`config.mk`:
```
export PLATFORM = sky130hd
export DESIGN_NAME = fp32_sqrt_prenorm_flat
export DESIGN_NICKNAME = d
export VERILOG_FILES = /design/src/rtl/fp32_sqrt_pkg.sv /design/src/rtl/fp32_sqrt_prenorm_if.sv /design/src/rtl/fp_lzc24.sv /design/src/rtl/fp32_sqrt_prenorm.sv /design/src/flat_wrapper.sv
export SDC_FILE = /design/constraint.sdc
export NUM_CORES = 1
export LEC_CHECK = 0
export BUFFER_PORTS_ARGS = -buffer_cell sky130_fd_sc_hd__buf_2
export CAP_MARGIN = 20
export CORE_AREA = 3 3 163 165
export CTS_CLUSTER_DIAMETER = 30
export DETAILED_ROUTE_END_ITERATION = 7
export DIE_AREA = 0 0 166 168
export PLACE_DENSITY = 0.4
export REMOVE_ABC_BUFFERS = 1
export SLEW_MARGIN = 10
export SYNTH_ARGS = -nofsm -noshare
export SYNTH_HDL_FRONTEND = slang
export SYNTH_SLANG_ARGS = --single-unit
```
`constraint.sdc`:
```
create_clock -name clk -period 3.6 [get_ports clk]
set_input_delay 0.72 -clock clk [delete_from_list [all_inputs] [get_ports clk]]
set_output_delay 0.72 -clock clk [all_outputs]
set_load 0.1 [all_outputs]
```
`src/rtl/fp32_sqrt_pkg.sv`:
```
// fp32_sqrt_pkg: shared types and constants for the fp32 square-root front end and root stage
package fp32_sqrt_pkg;
    typedef enum logic [2:0] {
        CLS_NORM = 3'd0,
        CLS_SUB  = 3'd1,
        CLS_ZERO = 3'd2,
        CLS_INF  = 3'd3,
        CLS_QNAN = 3'd4,
        CLS_SNAN = 3'd5
    } fp_cls_e;
    localparam logic [31:0] FP_QNAN = 32'h7FC00000;
    localparam logic [31:0] FP_PINF = 32'h7F800000;
    localparam int FP_BIAS = 127;
    typedef struct packed {
        logic [23:0] mant;
        logic [9:0]  exp;
        logic        odd;
        fp_cls_e     cls;
        logic        special;
        logic [31:0] spec_res;
    } prenorm_t;
    function automatic fp_cls_e fp_classify(input logic [31:0] a);
        return (a[30:23] == 8'hFF) ? ((a[22:0] == 23'd0) ? CLS_INF : a[22] ? CLS_QNAN : CLS_SNAN)
             : (a[30:23] == 8'h00) ? ((a[22:0] == 23'd0) ? CLS_ZERO : CLS_SUB)
             : CLS_NORM;
    endfunction
endpackage

```
`src/rtl/fp32_sqrt_prenorm_if.sv`:
```
// fp32_sqrt_prenorm_if: operand-in / prenormalized-out handshake bundle
interface fp32_sqrt_prenorm_if #(parameter int TAG_W = 4);
    import fp32_sqrt_pkg::*;
    logic             in_valid;
    logic             in_ready;
    logic [31:0]      in_a;
    logic [TAG_W-1:0] in_tag;
    logic             out_valid;
    logic             out_ready;
    logic [23:0]      out_mant;
    logic [9:0]       out_exp;
    logic             out_odd;
    fp_cls_e          out_cls;
    logic             out_special;
    logic [31:0]      out_spec_res;
    logic [TAG_W-1:0] out_tag;
    modport slave (
        input  in_valid, in_a, in_tag, out_ready,
        output in_ready, out_valid, out_mant, out_exp, out_odd, out_cls, out_special, out_spec_res, out_tag
    );
    modport master (
        output in_valid, in_a, in_tag, out_ready,
        input  in_ready, out_valid, out_mant, out_exp, out_odd, out_cls, out_special, out_spec_res, out_tag
    );
endinterface

```
`src/rtl/fp_lzc24.sv`:
```
// fp_lzc24: combinational 24-bit leading-zero counter, all-zero input yields 24
module fp_lzc24 (
    input  logic [23:0] d,
    output logic [4:0]  cnt
);
    always_comb begin
        cnt = 5'd24;
        for (int i = 0; i < 24; i++)
            if (d[i]) cnt = 5'(23 - i);
    end
endmodule

```
`src/rtl/fp32_sqrt_prenorm.sv`:
```
// fp32_sqrt_prenorm: two-stage classify/normalize front end feeding the fp32 root datapath
module fp32_sqrt_prenorm
    import fp32_sqrt_pkg::*;
#(
    parameter int TAG_W = 4
) (
    input logic clk,
    input logic rst_n,
    fp32_sqrt_prenorm_if.slave io
);
    logic             s1_valid_q, s1_valid_d;
    logic [31:0]      s1_a_q, s1_a_d;
    logic [TAG_W-1:0] s1_tag_q, s1_tag_d;
    fp_cls_e          s1_cls_q, s1_cls_d;
    logic [4:0]       s1_lz_q, s1_lz_d;
    logic             s2_valid_q, s2_valid_d;
    prenorm_t         s2_q, s2_d;
    logic [TAG_W-1:0] s2_tag_q, s2_tag_d;
    logic             s2_load, s1_take;
    fp_cls_e          cls_in;
    logic [4:0]       lz_raw;
    logic [23:0]      mant_n;
    logic [9:0]       exp_n;
    logic             nan_n, spec_n;
    logic [31:0]      res_n;
    fp_lzc24 u_lzc (.d({1'b0, io.in_a[22:0]}), .cnt(lz_raw));
    assign cls_in      = fp_classify(io.in_a);
    assign s2_load     = !s2_valid_q || io.out_ready;
    assign io.in_ready = !s1_valid_q || s2_load;
    assign s1_take     = io.in_ready && io.in_valid;
    always_comb begin
        s1_valid_d = io.in_ready ? io.in_valid : s1_valid_q;
        s1_a_d     = s1_take ? io.in_a : s1_a_q;
        s1_tag_d   = s1_take ? io.in_tag : s1_tag_q;
        s1_cls_d   = s1_take ? cls_in : s1_cls_q;
        s1_lz_d    = s1_take ? ((cls_in == CLS_SUB) ? lz_raw : 5'd0) : s1_lz_q;
    end
    // Subnormal exponent is -126 minus the shift that brings the leading one to bit 23
    always_comb begin
        mant_n = (s1_cls_q == CLS_SUB)  ? 24'({1'b0, s1_a_q[22:0]} << s1_lz_q)
               : (s1_cls_q == CLS_ZERO) ? 24'd0
               : {1'b1, s1_a_q[22:0]};
        exp_n  = (s1_cls_q == CLS_NORM) ? {2'b00, s1_a_q[30:23]} - 10'(FP_BIAS)
               : (s1_cls_q == CLS_SUB)  ? 10'(-126) - {5'd0, s1_lz_q}
               : (s1_cls_q == CLS_ZERO) ? 10'(-127)
               : 10'd128;
        nan_n  = (s1_cls_q == CLS_QNAN) || (s1_cls_q == CLS_SNAN)
              || (s1_a_q[31] && (s1_cls_q != CLS_ZERO));
        spec_n = nan_n || (s1_cls_q == CLS_INF) || (s1_cls_q == CLS_ZERO);
        res_n  = nan_n ? FP_QNAN
               : (s1_cls_q == CLS_INF)  ? FP_PINF
               : (s1_cls_q == CLS_ZERO) ? s1_a_q
               : 32'd0;
        s2_valid_d = s2_load ? s1_valid_q : s2_valid_q;
        s2_tag_d   = (s2_load && s1_valid_q) ? s1_tag_q : s2_tag_q;
        s2_d       = (s2_load && s1_valid_q)
                   ? prenorm_t'{mant: mant_n, exp: exp_n, odd: exp_n[0], cls: s1_cls_q,
                                special: spec_n, spec_res: res_n}
                   : s2_q;
    end
    always_ff @(posedge clk or negedge rst_n) begin
        if (!rst_n) begin
            s1_valid_q <= 1'b0;
            s1_a_q     <= '0;
            s1_tag_q   <= '0;
            s1_cls_q   <= CLS_NORM;
            s1_lz_q    <= '0;
            s2_valid_q <= 1'b0;
            s2_q       <= '0;
            s2_tag_q   <= '0;
        end else begin
            s1_valid_q <= s1_valid_d;
            s1_a_q     <= s1_a_d;
            s1_tag_q   <= s1_tag_d;
            s1_cls_q   <= s1_cls_d;
            s1_lz_q    <= s1_lz_d;
            s2_valid_q <= s2_valid_d;
            s2_q       <= s2_d;
            s2_tag_q   <= s2_tag_d;
        end
    end
    assign io.out_valid    = s2_valid_q;
    assign io.out_mant     = s2_q.mant;
    assign io.out_exp      = s2_q.exp;
    assign io.out_odd      = s2_q.odd;
    assign io.out_cls      = s2_q.cls;
    assign io.out_special  = s2_q.special;
    assign io.out_spec_res = s2_q.spec_res;
    assign io.out_tag      = s2_tag_q;
endmodule

```
`src/flat_wrapper.sv`:
```
// flat-port wrapper written by rule: the top's interface ports become plain ports
module fp32_sqrt_prenorm_flat import fp32_sqrt_pkg::*;
#(
    parameter int TAG_W = 4
)
  (clk, rst_n, io_in_valid, io_in_a, io_in_tag, io_out_ready, io_in_ready, io_out_valid, io_out_mant, io_out_exp, io_out_odd, io_out_cls, io_out_special, io_out_spec_res, io_out_tag);
  fp32_sqrt_prenorm_if #(.TAG_W(TAG_W)) io_i ();
  input logic clk;
  input logic rst_n;
  input wire logic [$bits(io_i.in_valid)-1:0] io_in_valid;
  input wire logic [$bits(io_i.in_a)-1:0] io_in_a;
  input wire logic [$bits(io_i.in_tag)-1:0] io_in_tag;
  input wire logic [$bits(io_i.out_ready)-1:0] io_out_ready;
  output wire logic [$bits(io_i.in_ready)-1:0] io_in_ready;
  output wire logic [$bits(io_i.out_valid)-1:0] io_out_valid;
  output wire logic [$bits(io_i.out_mant)-1:0] io_out_mant;
  output wire logic [$bits(io_i.out_exp)-1:0] io_out_exp;
  output wire logic [$bits(io_i.out_odd)-1:0] io_out_odd;
  output wire logic [$bits(io_i.out_cls)-1:0] io_out_cls;
  output wire logic [$bits(io_i.out_special)-1:0] io_out_special;
  output wire logic [$bits(io_i.out_spec_res)-1:0] io_out_spec_res;
  output wire logic [$bits(io_i.out_tag)-1:0] io_out_tag;
  assign io_i.in_valid = io_in_valid;
  assign io_i.in_a = io_in_a;
  assign io_i.in_tag = io_in_tag;
  assign io_i.out_ready = io_out_ready;
  assign io_in_ready = io_i.in_ready;
  assign io_out_valid = io_i.out_valid;
  assign io_out_mant = io_i.out_mant;
  assign io_out_exp = io_i.out_exp;
  assign io_out_odd = io_i.out_odd;
  assign io_out_cls = io_i.out_cls;
  assign io_out_special = io_i.out_special;
  assign io_out_spec_res = io_i.out_spec_res;
  assign io_out_tag = io_i.out_tag;
  fp32_sqrt_prenorm #(.TAG_W(TAG_W)) u_core (.clk(clk), .rst_n(rst_n), .io(io_i));
endmodule
```
### Yosys cells after proc, flatten, opt, wreduce, memory -nomap -nowiden

Cells that the tools add are included.

| storage, ports and cells | value |
|---|---|
| bits in registers | 121 |
| output and inout bits | 77 |
| word-level logic and storage cells | 75 |

| operators by class | value |
|---|---|
| $add $sub $neg | 2 |
| equal/unequal tests | 8 |
| shift operators | 1 |
| mux-type cells | 37 |
| reductions and logical operators | 14 |

Operators by type and width:

| operator | count |
|---|---|
| two-way mux 5 bit | 23 |
| two-way mux 32 bit | 3 |
| two-way mux 24 bit | 2 |
| two-way mux 10 bit | 3 |
| << shifter 23 x 5 -> 24 bit | 1 |
| logical NOT 23 bit | 1 |
| two-way mux 3 bit | 3 |
| subtractor 8 x 6 -> 9 bit (first input constant) | 1 |
| subtractor 8 x 7 -> 9 bit (second input constant) | 1 |
| == test 8 bit (second input constant) | 1 |
| logical NOT 8 bit | 1 |
| == test 3 x 1 -> 1 bit (second input constant) | 2 |
| == test 3 x 2 -> 1 bit (second input constant) | 2 |
| == test 3 bit (second input constant) | 2 |
| logical OR 1 bit | 6 |
| two-way mux 4 bit | 1 |
| logical AND 1 bit | 3 |
| logical NOT 3 bit | 1 |
| inequality test 3 x 2 -> 1 bit (second input constant) | 1 |
| logical NOT 1 bit | 2 |
| two-way mux 2 bit | 1 |
| two-way mux 1 bit | 1 |

### Longest topological paths before layout

Gate-level depths: netlist of the first run.

| logic depth | value |
|---|---|
| word-level depth | 24 |
| depth in mapped cells | 8 |
| depth with buffers taken out | 6 |

### Hierarchy

A second synthesis of the first run with hierarchy kept.

| second synthesis, totals | value |
|---|---|
| cell total of the unflattened synthesis | 600 |
| area total of the unflattened synthesis | 6448.7 sq um |

Modules (own cells, without submodules):

| module | instances | cells an instance | area an instance (sq um) |
|---|---|---|---|
| fp32_sqrt_prenorm | 1 | 552 | 6183.4 |
| fp_lzc24 | 1 | 48 | 265.3 |

### Worst setup path before layout of the first run

No wires, ideal clock.

| path | value |
|---|---|
| path kind | reg-to-reg |
| start point | reg u_core.s2_valid_q, in the netlist u_core.io.out_valid |
| end point | reg u_core.s1_a_q[11] |
| library setup time | 125 ps |
| arrival | 3104 ps |
| data required time | 3475 ps |
| path slack | 371 ps |
| cell stages (with the launch flop) | 5 |
| path buffers | 1 |
| clock period less this slack | 3229 ps |
| cell sequence | dfrtp_1 nand3b_1 nand2_1 buf_1 mux2_2 |

| between the ends | value |
|---|---|
| cells in the longest elaborated chain, start to end | 4 |

RTL lines:

| element | RTL line | source |
|---|---|---|
| start: declaration | fp32_sqrt_prenorm.sv:16 | `logic s2_valid_q, s2_valid_d;` |
| start signal: assignment | fp32_sqrt_prenorm.sv:77 | `s2_valid_q <= s2_valid_d;` |
| logical NOT 1 bit | fp32_sqrt_prenorm.sv:28 | `assign s2_load = !s2_valid_q \|\| io.out_ready;` |
| logical OR 1 bit | fp32_sqrt_prenorm.sv:28 |  |
| logical OR 1 bit | fp32_sqrt_prenorm.sv:29 | `assign io.in_ready = !s1_valid_q \|\| s2_load;` |
| named net io_in_ready | flat_wrapper.sv:14 | `output wire logic [$bits(io_i.in_ready)-1:0] io_in_ready;` |
| logical AND 1 bit | fp32_sqrt_prenorm.sv:30 | `assign s1_take = io.in_ready && io.in_valid;` |
| end signal: assignment | fp32_sqrt_prenorm.sv:64 | `s1_a_q <= '0;` |
| end signal: assignment | fp32_sqrt_prenorm.sv:73 | `s1_a_q <= s1_a_d;` |
| end: declaration | fp32_sqrt_prenorm.sv:12 | `logic [31:0] s1_a_q, s1_a_d;` |

The timed path passes the listed nets, and every way through them passes these cells.
A chain may end at the register's enable or synchronous reset.

### Worst setup path after layout of the first run

| path | value |
|---|---|
| start point | reg u_core.s1_lz_q[1] |
| end point | reg u_core.s2_q (netlist bit u_core.io.out_mant[12]) |

| between the ends | value |
|---|---|
| cells in the longest elaborated chain, start to end | 2 |

RTL lines:

| element | RTL line | source |
|---|---|---|
| start: declaration | fp32_sqrt_prenorm.sv:15 | `logic [4:0] s1_lz_q, s1_lz_d;` |
| start signal: assignment | fp32_sqrt_prenorm.sv:76 | `s1_lz_q <= s1_lz_d;` |
| << shifter 23 x 5 -> 24 bit | fp32_sqrt_prenorm.sv:40 | `mant_n = (s1_cls_q == CLS_SUB) ? 24'({1'b0, s1_a_q[22:0]} << s1_lz_q)` |
| two-way mux 24 bit | fp32_sqrt_prenorm.sv:40 |  |
| end signal: assignment | fp32_sqrt_prenorm.sv:69 | `s2_q <= '0;` |
| end signal: assignment | fp32_sqrt_prenorm.sv:78 | `s2_q <= s2_d;` |
| end: declaration | fp32_sqrt_prenorm.sv:17 | `prenorm_t s2_q, s2_d;` |

No other way between the ends.

==> impl_metrics.env, run 1 <==
export IMPL_p_leak_uw=0.003405
export IMPL_die_area_um2=27890
export IMPL_fin_crit_sh=0.6591
export IMPL_grt_usage=0.1512
export IMPL_start_util=0.2483
export IMPL_rrSetupSlack_ns=1.23
export IMPL_cap_violations=0
export IMPL_ys_types=63
export IMPL_drtAntennaViolNets=0
export IMPL_pre_cts_slack_ns=1.212
export IMPL_num_rows=58
export IMPL_ff2ff_path_depth=5
export IMPL_drtIter0Drc=344
export IMPL_dr_pass1_iters=5
export IMPL_fin_crit_ns=2.373
export IMPL_worstPathArrival_ns=2.70
export IMPL_final_nets=753
export IMPL_avgViaCountPerCell=4.996
export IMPL_final_common_cell="dfrtp_1"
export IMPL_path_cells="buf_4 > mux2i_1 > a222oi_1 > mux2i_1 > o22ai_1"
export IMPL_yosys_area_share_simple=0.1413
export IMPL_synth_compound_gate_area_share=0.1667
export IMPL_routed_wl_um=21160
export IMPL_hold_buffers=0
export IMPL_crit_type="reg -> reg"
export IMPL_p_total_uw=5131
export IMPL_postLayoutCellArea_um2=7745
export IMPL_dpl_cell_area_um2=7127
export IMPL_fmax_mhz=421.5
export IMPL_clock_skew_ns=0.01171
export IMPL_htreeDepth=4
export IMPL_synth_edf_count=0
export IMPL_synth_async_sr_flop_share=1.000
export IMPL_power_density_nw_per_um2=662.5
export IMPL_cts_buffers=17
export IMPL_synth_top_family_by_area="compound AO/OA/AOI/OAI gates"
export IMPL_overflow=0
export IMPL_dp_cells=1022
export IMPL_synth_top_area_cell="dfrtp_1"
export IMPL_outcome="completed"
export IMPL_clkLatencyLatePin_ns=0.42
export IMPL_layout_cells_most_common_list="dfrtp_1 (119), buf_2 (115), nor2_1 (70)"
export IMPL_syn_area_per_cell_um2=10.27
export IMPL_syn_inst=609
export IMPL_die_h_um=168
export IMPL_fin_cells=1053
export IMPL_gp_congestion=0.8515
export IMPL_synthMuxAreaShare=0.1525
export IMPL_syn_area_um2=6252
export IMPL_ys_ff_latch=119
export IMPL_clk_pin_slew_ns=0.06
export IMPL_finalSetupViolCount=0
export IMPL_fin_util=0.3076
export IMPL_finalHoldViolCount=0
export IMPL_dr_total_vias=5261
export IMPL_wire_per_inst_um=20.10
export IMPL_cts_tree="built"
export IMPL_yosysWarnings=0
export IMPL_portBuffers=116
export IMPL_worstPathMaxFanout=31
export IMPL_endpoint_kind="register"
export IMPL_worstMarginPinSlew_ns=0.8920
export IMPL_cts_resized=0
export IMPL_cts_setup_buffers=0
export IMPL_slowest_delay_ns=0.75
export IMPL_cts_buffer_depth=2
export IMPL_synth_ff_type="dfrtp_1"
export IMPL_slowest_stage="a222oi_1"
export IMPL_synthToLayoutAreaGrowth_pct=23.87
export IMPL_worst_path_most_repeated_cell="mux2i_1"
export IMPL_rsz0062_at_grt="no"
export IMPL_grt_pass1_vias=5365
export IMPL_critPathRequiredTime_ns=3.93
export IMPL_slew_viol_final=0
export IMPL_layout_drive_gt1_share=0.3057
export IMPL_drc=0
export IMPL_crit_family="compound AO/OA/AOI/OAI gates"
export IMPL_synth_xor_area_share=0.01541
export IMPL_post_dp_hpwl_um=15420
export IMPL_worst_setup_path_start_kind="register"
export IMPL_synthTopCellsByArea="dfrtp_1 (48%), mux2_2 (8.3%), mux2i_1 (4.8%), nor2_1 (4.2%), nand2_1 (3.8%)"
export IMPL_ys_seq_area_frac=0.4763
export IMPL_cts_root_buf="clkbuf_16"
export IMPL_grt_pass1_wl_um=32820
export IMPL_grt_max_degree=59
export IMPL_grt_antenna_before_repair=0
export IMPL_io_pins=117
export IMPL_insertedDiodeCount=0
export IMPL_hold_class="in -> async"
export IMPL_worst_path_stages=5
export IMPL_synth_top_area_frac=0.4763
export IMPL_layout_setup_ws_ns=1.227
export IMPL_path_buf_inv=1
export IMPL_cts_sinks=119
export IMPL_core_um2=25180
export IMPL_slew_headroom=0.4040
export IMPL_die_x_um=166
export IMPL_peakVddDrop_uv=332.1
export IMPL_synth_fa_ha_area_frac=0.005603
[cell type report]
class                      count  area [µm²]
clock buffer                  24       501.7
sequential                   119        2978
timing repair buffer         129       680.7
clock inverter                 7       116.4
multi-input combinational    436        3025
inverter                       8       30.03
tap                          330       412.9
fill                        2646       17440
[metal layers]
metal | wire length (µm) | track usage
met1 | 9719 | 0.2006
met2 | 10280 | 0.2535
met3 | 908 | 0.03287
met4 | 257 | 0.03580
met5 | 0 | 0
[power breakdown]
| group | total (µW) | leakage [µW] | internal (µW) | switching (µW) |
|---|---|---|---|---|
| clock | 1800 | 0.000302 | 1180 | 628 |
| combinational | 1620 | 0.00164 | 317 | 1300 |
| sequential | 1710 | 0.00146 | 1520 | 192 |
[synth_stat cells (6+ instances only)]
cell type / n
nor3_1: 7
a221oi_1: 11
inv_1: 7
mux2_2: 46
a211oi_1: 6
clkbuf_1: 22
a21oi_1: 30
xor2_1: 6
nor2_1: 70
o22ai_1: 8
mux4_2: 6
nand3_1: 9
buf_2: 13
o21ai_0: 34
nand2b_1: 6
a22o_1: 25
mux2i_1: 30
nand2_1: 63
dfrtp_1: 119
[worst register-to-register path, delay by kind of cell, from the launching register on]
kind / cells / cell delay (ns)
AOI/OAI and AO/OA: 2 / 0.97
buffers and inverters: 1 / 0.43
DFF: 1 / 0.42
muxes: 2 / 0.49
[through the flow]
| stage | hold WS [ns] | TNS [ns] |
|---|---|---|
| after global routing | 0.4362 | 0 |
| after detailed placement | 0.4615 | 0 |
| after CTS | 0.4093 | 0 |
| after global placement | 0.4448 | 0 |
| final | 0.3746 | 0 |
| after floorplan | 0.4244 | -9.971 |
[final timing paths]
kind / startpoint / endpoint
worst max-delay path: u_core.s1_lz_q[1] / u_core.io.out_mant[12]
worst min-delay path: rst_n / u_core.io.out_spec_res[19]
worst max register to register: u_core.s1_lz_q[1] / u_core.io.out_mant[12]
worst min register to register: u_core.s1_tag_q[1] / u_core.io.out_tag[1]
max in group asynchronous: rst_n / u_core.s1_a_q[13]
min in group clk: u_core.s1_tag_q[1] / u_core.io.out_tag[1]
[cell families (layout without fill, tap and decap cells)]
kind of cell               count (synthesis)  count (layout)
AOI/OAI and AO/OA                        151             151
buffers and inverters                     54             168
DFF                                      119             119
muxes                                     82              82
and+or+nand+nor                          189             189
adders and majority gates                  3               3
xor gates and xnor gates                  11              11
[state kept, by name, indices dropped and copies added, names as in the netlist]
name and count:
u_core.io.out_mant 24, u_core.io.out_cls 3, u_core.io.out_tag 4, u_core.s1_cls_q 3, u_core.io.out_valid 1, u_core.io.out_exp 9, u_core.s1_valid_q 1, u_core.io.out_spec_res 32
u_core.s1_a_q 32, u_core.s1_tag_q 4, u_core.s1_lz_q 5, u_core.io.out_special 1
Note: power is estimated with default switching activity, not from simulation.
==> run 2: changes to the inputs <==
--- a/config.mk
+++ b/config.mk
@@ -5,13 +5,14 @@
 export SDC_FILE = /design/constraint.sdc
 export NUM_CORES = 1
 export LEC_CHECK = 0
+export ABC_AREA = 1
 export BUFFER_PORTS_ARGS = -buffer_cell sky130_fd_sc_hd__buf_2
 export CAP_MARGIN = 20
-export CORE_AREA = 3 3 163 165
+export CORE_AREA = 3 3 162 164
 export CTS_CLUSTER_DIAMETER = 30
 export DETAILED_ROUTE_END_ITERATION = 7
-export DIE_AREA = 0 0 166 168
-export PLACE_DENSITY = 0.4
+export DIE_AREA = 0 0 165 167
+export PLACE_DENSITY = 0.41
 export REMOVE_ABC_BUFFERS = 1
 export SLEW_MARGIN = 10
 export SYNTH_ARGS = -nofsm -noshare
==> constraint.sdc (replaced) <==
create_clock -name clk -period 2 [get_ports clk]
set_input_delay 0.4 -clock clk [delete_from_list [all_inputs] [get_ports clk]]
set_output_delay 0.4 -clock clk [all_outputs]
set_load 0.1 [all_outputs]
==> impl_metrics.env, run 2 <==
export IMPL_worst_path_most_repeated_cell="nand2_1"
export IMPL_endpoint_kind="register"
export IMPL_multi_input_area_um2=2663
export IMPL_path_cells="buf_12 > buf_4 > ha_1 > or2_2 > nor2_1 > nand2_1 > nand2_1 > o21bai_1 > a21oi_1"
export IMPL_seqPwrFrac=0.311
export IMPL_layout_drive_gt1_share=0.2106
export IMPL_layout_cells_most_common_list="nand2_1 (247), dfrtp_1 (118), buf_2 (115)"
export IMPL_cts_tree="built"
export IMPL_yosysWarnings=0
export IMPL_syn_area_um2=6196
export IMPL_die_area_um2=27560
export IMPL_crit_type="reg -> reg"
export IMPL_critPathRequiredTime_ns=2.30
export IMPL_cap_violations=0
export IMPL_clock_skew_ns=0.01847
export IMPL_worstPathMaxFanout=37
export IMPL_power_share_combinational=0.384
export IMPL_cts_sinks=119
export IMPL_num_rows=58
export IMPL_hold_class="in -> async"
export IMPL_drtAntennaViolNets=0
export IMPL_cts_root_buf="clkbuf_16"
export IMPL_finalSetupViolCount=0
export IMPL_synthTopCellsByArea="dfrtp_1 (48%), nand2_1 (15%), o21ai_0 (7.3%), inv_1 (5.0%), nor2_1 (4.4%)"
export IMPL_slew_headroom=0.5490
export IMPL_grt_pass1_wl_um=34020
export IMPL_portBuffers=116
export IMPL_peakVddDrop_uv=526.0
export IMPL_htreeDepth=4
export IMPL_io_pins=117
export IMPL_synth_edf_count=0
export IMPL_syn_area_per_cell_um2=7.501
export IMPL_hold_slack_ns=0.07710
export IMPL_p_int_uw=5317
export IMPL_ys_ff_latch=119
export IMPL_ys_types=39
export IMPL_start_util=0.2475
export IMPL_power_share_clock=0.305
export IMPL_p_sw_frac=0.4717
export IMPL_finalHoldViolCount=0
export IMPL_cts_buffer_depth=2
export IMPL_drtIter0Drc=309
export IMPL_rrSetupSlack_ns=0.16
export IMPL_grt_antenna_before_repair=1
export IMPL_outcome="completed"
export IMPL_worstMarginPinSlew_ns=0.6766
export IMPL_r2r_end="u_core.io.out_exp[4]"
export IMPL_synth_ff_type="dfrtp_1"
export IMPL_crit_family="simple AND/OR/NAND/NOR gates"
export IMPL_wire_per_inst_um=16.32
export IMPL_grt_usage=0.1598
export IMPL_final_common_cell="nand2_1"
export IMPL_synth_async_sr_flop_share=1.000
export IMPL_fill_cells=2744
export IMPL_rr_startpoint="u_core.s1_lz_q[0]"
export IMPL_dr_total_vias=5725
export IMPL_pre_cts_slack_ns=0.009537
export IMPL_synthTopCellsByCount="nand2_1 (249), dfrtp_1 (119), o21ai_0 (90)"
export IMPL_path_buf_inv=2
export IMPL_clk_pin_slew_ns=0.06
export IMPL_synthToLayoutAreaGrowth_pct=27.18
export IMPL_overflow=0
export IMPL_regArea_um2=2979
export IMPL_fmax_mhz=544.1
export IMPL_slew_viol_final=0
export IMPL_cts_buffers=17
export IMPL_insertedDiodeCount=0
export IMPL_fin_crit_ns=1.838
export IMPL_drc=0
export IMPL_layout_setup_ws_ns=0.1620
export IMPL_grt_max_degree=120
export IMPL_dr_pass1_iters=4
export IMPL_grt_pass1_vias=5936
export IMPL_gp_congestion=0.8815
export IMPL_synth_top_area_cell="dfrtp_1"
export IMPL_synth_top_area_frac=0.4806
export IMPL_die_x_um=165
export IMPL_ff2ff_path_depth=9
export IMPL_final_nets=993
export IMPL_die_h_um=167
export IMPL_critical_path_startpoint="u_core.s1_lz_q[0]"
export IMPL_avgViaCountPerCell=4.424
export IMPL_routed_wl_um=21110
export IMPL_ys_seq_area_frac=0.4806
export IMPL_core_um2=25040
export IMPL_fin_crit_sh=0.9190
export IMPL_yosysMostFrequentCell="nand2_1"
export IMPL_post_dp_hpwl_um=15830
export IMPL_worst_setup_path_start_kind="register"
export IMPL_worstPathArrival_ns=2.14
export IMPL_slowest_stage="dfrtp_1"
export IMPL_rsz0062_at_grt="yes"
export IMPL_slowest_delay_ns=0.40
export IMPL_p_leak_uw=0.003906
export IMPL_switchingPower_uw=4746
export IMPL_syn_inst=826
export IMPL_hold_buffers=0
export IMPL_power_density_nw_per_um2=1277
export IMPL_clkLatencyLatePin_ns=0.43
-- run 2: changes by cell type after synthesis, moves of 22 or more --
cell / previous run / this run
a22o_1: 25 / 0
o21ai_0: 34 / 90
inv_1: 7 / 83
nand2_1: 63 / 249
mux2i_1: 30 / 8
mux2_2: 46 / 0
o21ai_1: 1 / 42
-- run 2: final cells by class --
| class | instances | share of cell area |
|---|---|---|
| Inverter | 91 | 0.04335 |
| Tap cell | 330 | 0.05240 |
| Sequential cell | 119 | 0.3781 |
| Clock inverter | 14 | 0.01889 |
| Multi-Input combinational cell | 571 | 0.3379 |
| Clock buffer | 18 | 0.05573 |
| Timing Repair Buffer | 151 | 0.1137 |
-- run 2: worst max path at each step --
stage                                   to  slack (ns)  depth (start not counted)
finish                u_core.io.out_exp[4]        0.16                          9
global route        u_core.io.out_mant[17]      -0.008                          9
CTS                 u_core.io.out_mant[17]        0.16                          9
detailed placement       u_core.s1_lz_q[2]        0.01                          9
global placement         u_core.s1_lz_q[2]        0.03                          9
floorplan               u_core.s1_cls_q[0]       -2.32                          5
-- run 2: logic make-up (layout without fill, tap and decap cells) --
| kind of cell | Yosys count | count (layout) | share of synthesized area |
|---|---|---|---|
| mux | 8 | 8 | 0.01292 |
| fa+ha+maj | 2 | 2 | 0.004038 |
| simple gates | 359 | 359 | 0.2280 |
| buf+inv | 136 | 274 | 0.09249 |
| compound gates | 201 | 201 | 0.1805 |
| xor+xnor | 1 | 1 | 0.001414 |
| flops | 119 | 119 | 0.4806 |
-- run 2: metrics by stage --
step                      instance area, µm²   TNS (ns)    util  total power (µW)  std cells
final                                   7880          0  0.3147             10060       1294
after global placement                  7278          0  0.2907              7076       1262
after CTS                               7866          0  0.3142             10200       1294
after detailed placement                7278          0  0.2907              7084       1262
after global routing                    7880  -0.007652  0.3147             10610       1294
after floorplan                         5964    -209.59       -              6134        781
-- run 2: per-layer routing --
metal / wire, µm / up-vias / global-route usage
met5: 7 / - / 0
met4: 306 / 2 / 0.04303
met3: 740 / 22 / 0.03308
met2: 9166 / 97 / 0.2346
met1: 10890 / 2659 / 0.2373
li1: - / 2945 / -
-- run 2: repair_timing --
action / CTS / global route
buffers inserted: 0 / 0
setup endpoints to repair: 0 / 2
resized for setup: 0 / 4
-- run 2: power by group through the flow --
stage	combinational [µW]	clock (µW)	sequential, µW
after floorplan	790	0	5340
after global placement	3900	0	3170
after detailed placement	3910	0	3180
after CTS	3910	3150	3130
after global routing	4120	3290	3190
final	3870	3070	3120
-- run 2: worst reg2reg max path: stages, from the launching register on --
cell and delay, ns:
dfrtp_1 0.40, buf_12 0.17, buf_4 0.19, ha_1 0.21, or2_2 0.28, nor2_1 0.14, nand2_1 0.07, nand2_1 0.08
o21bai_1 0.11, a21oi_1 0.07
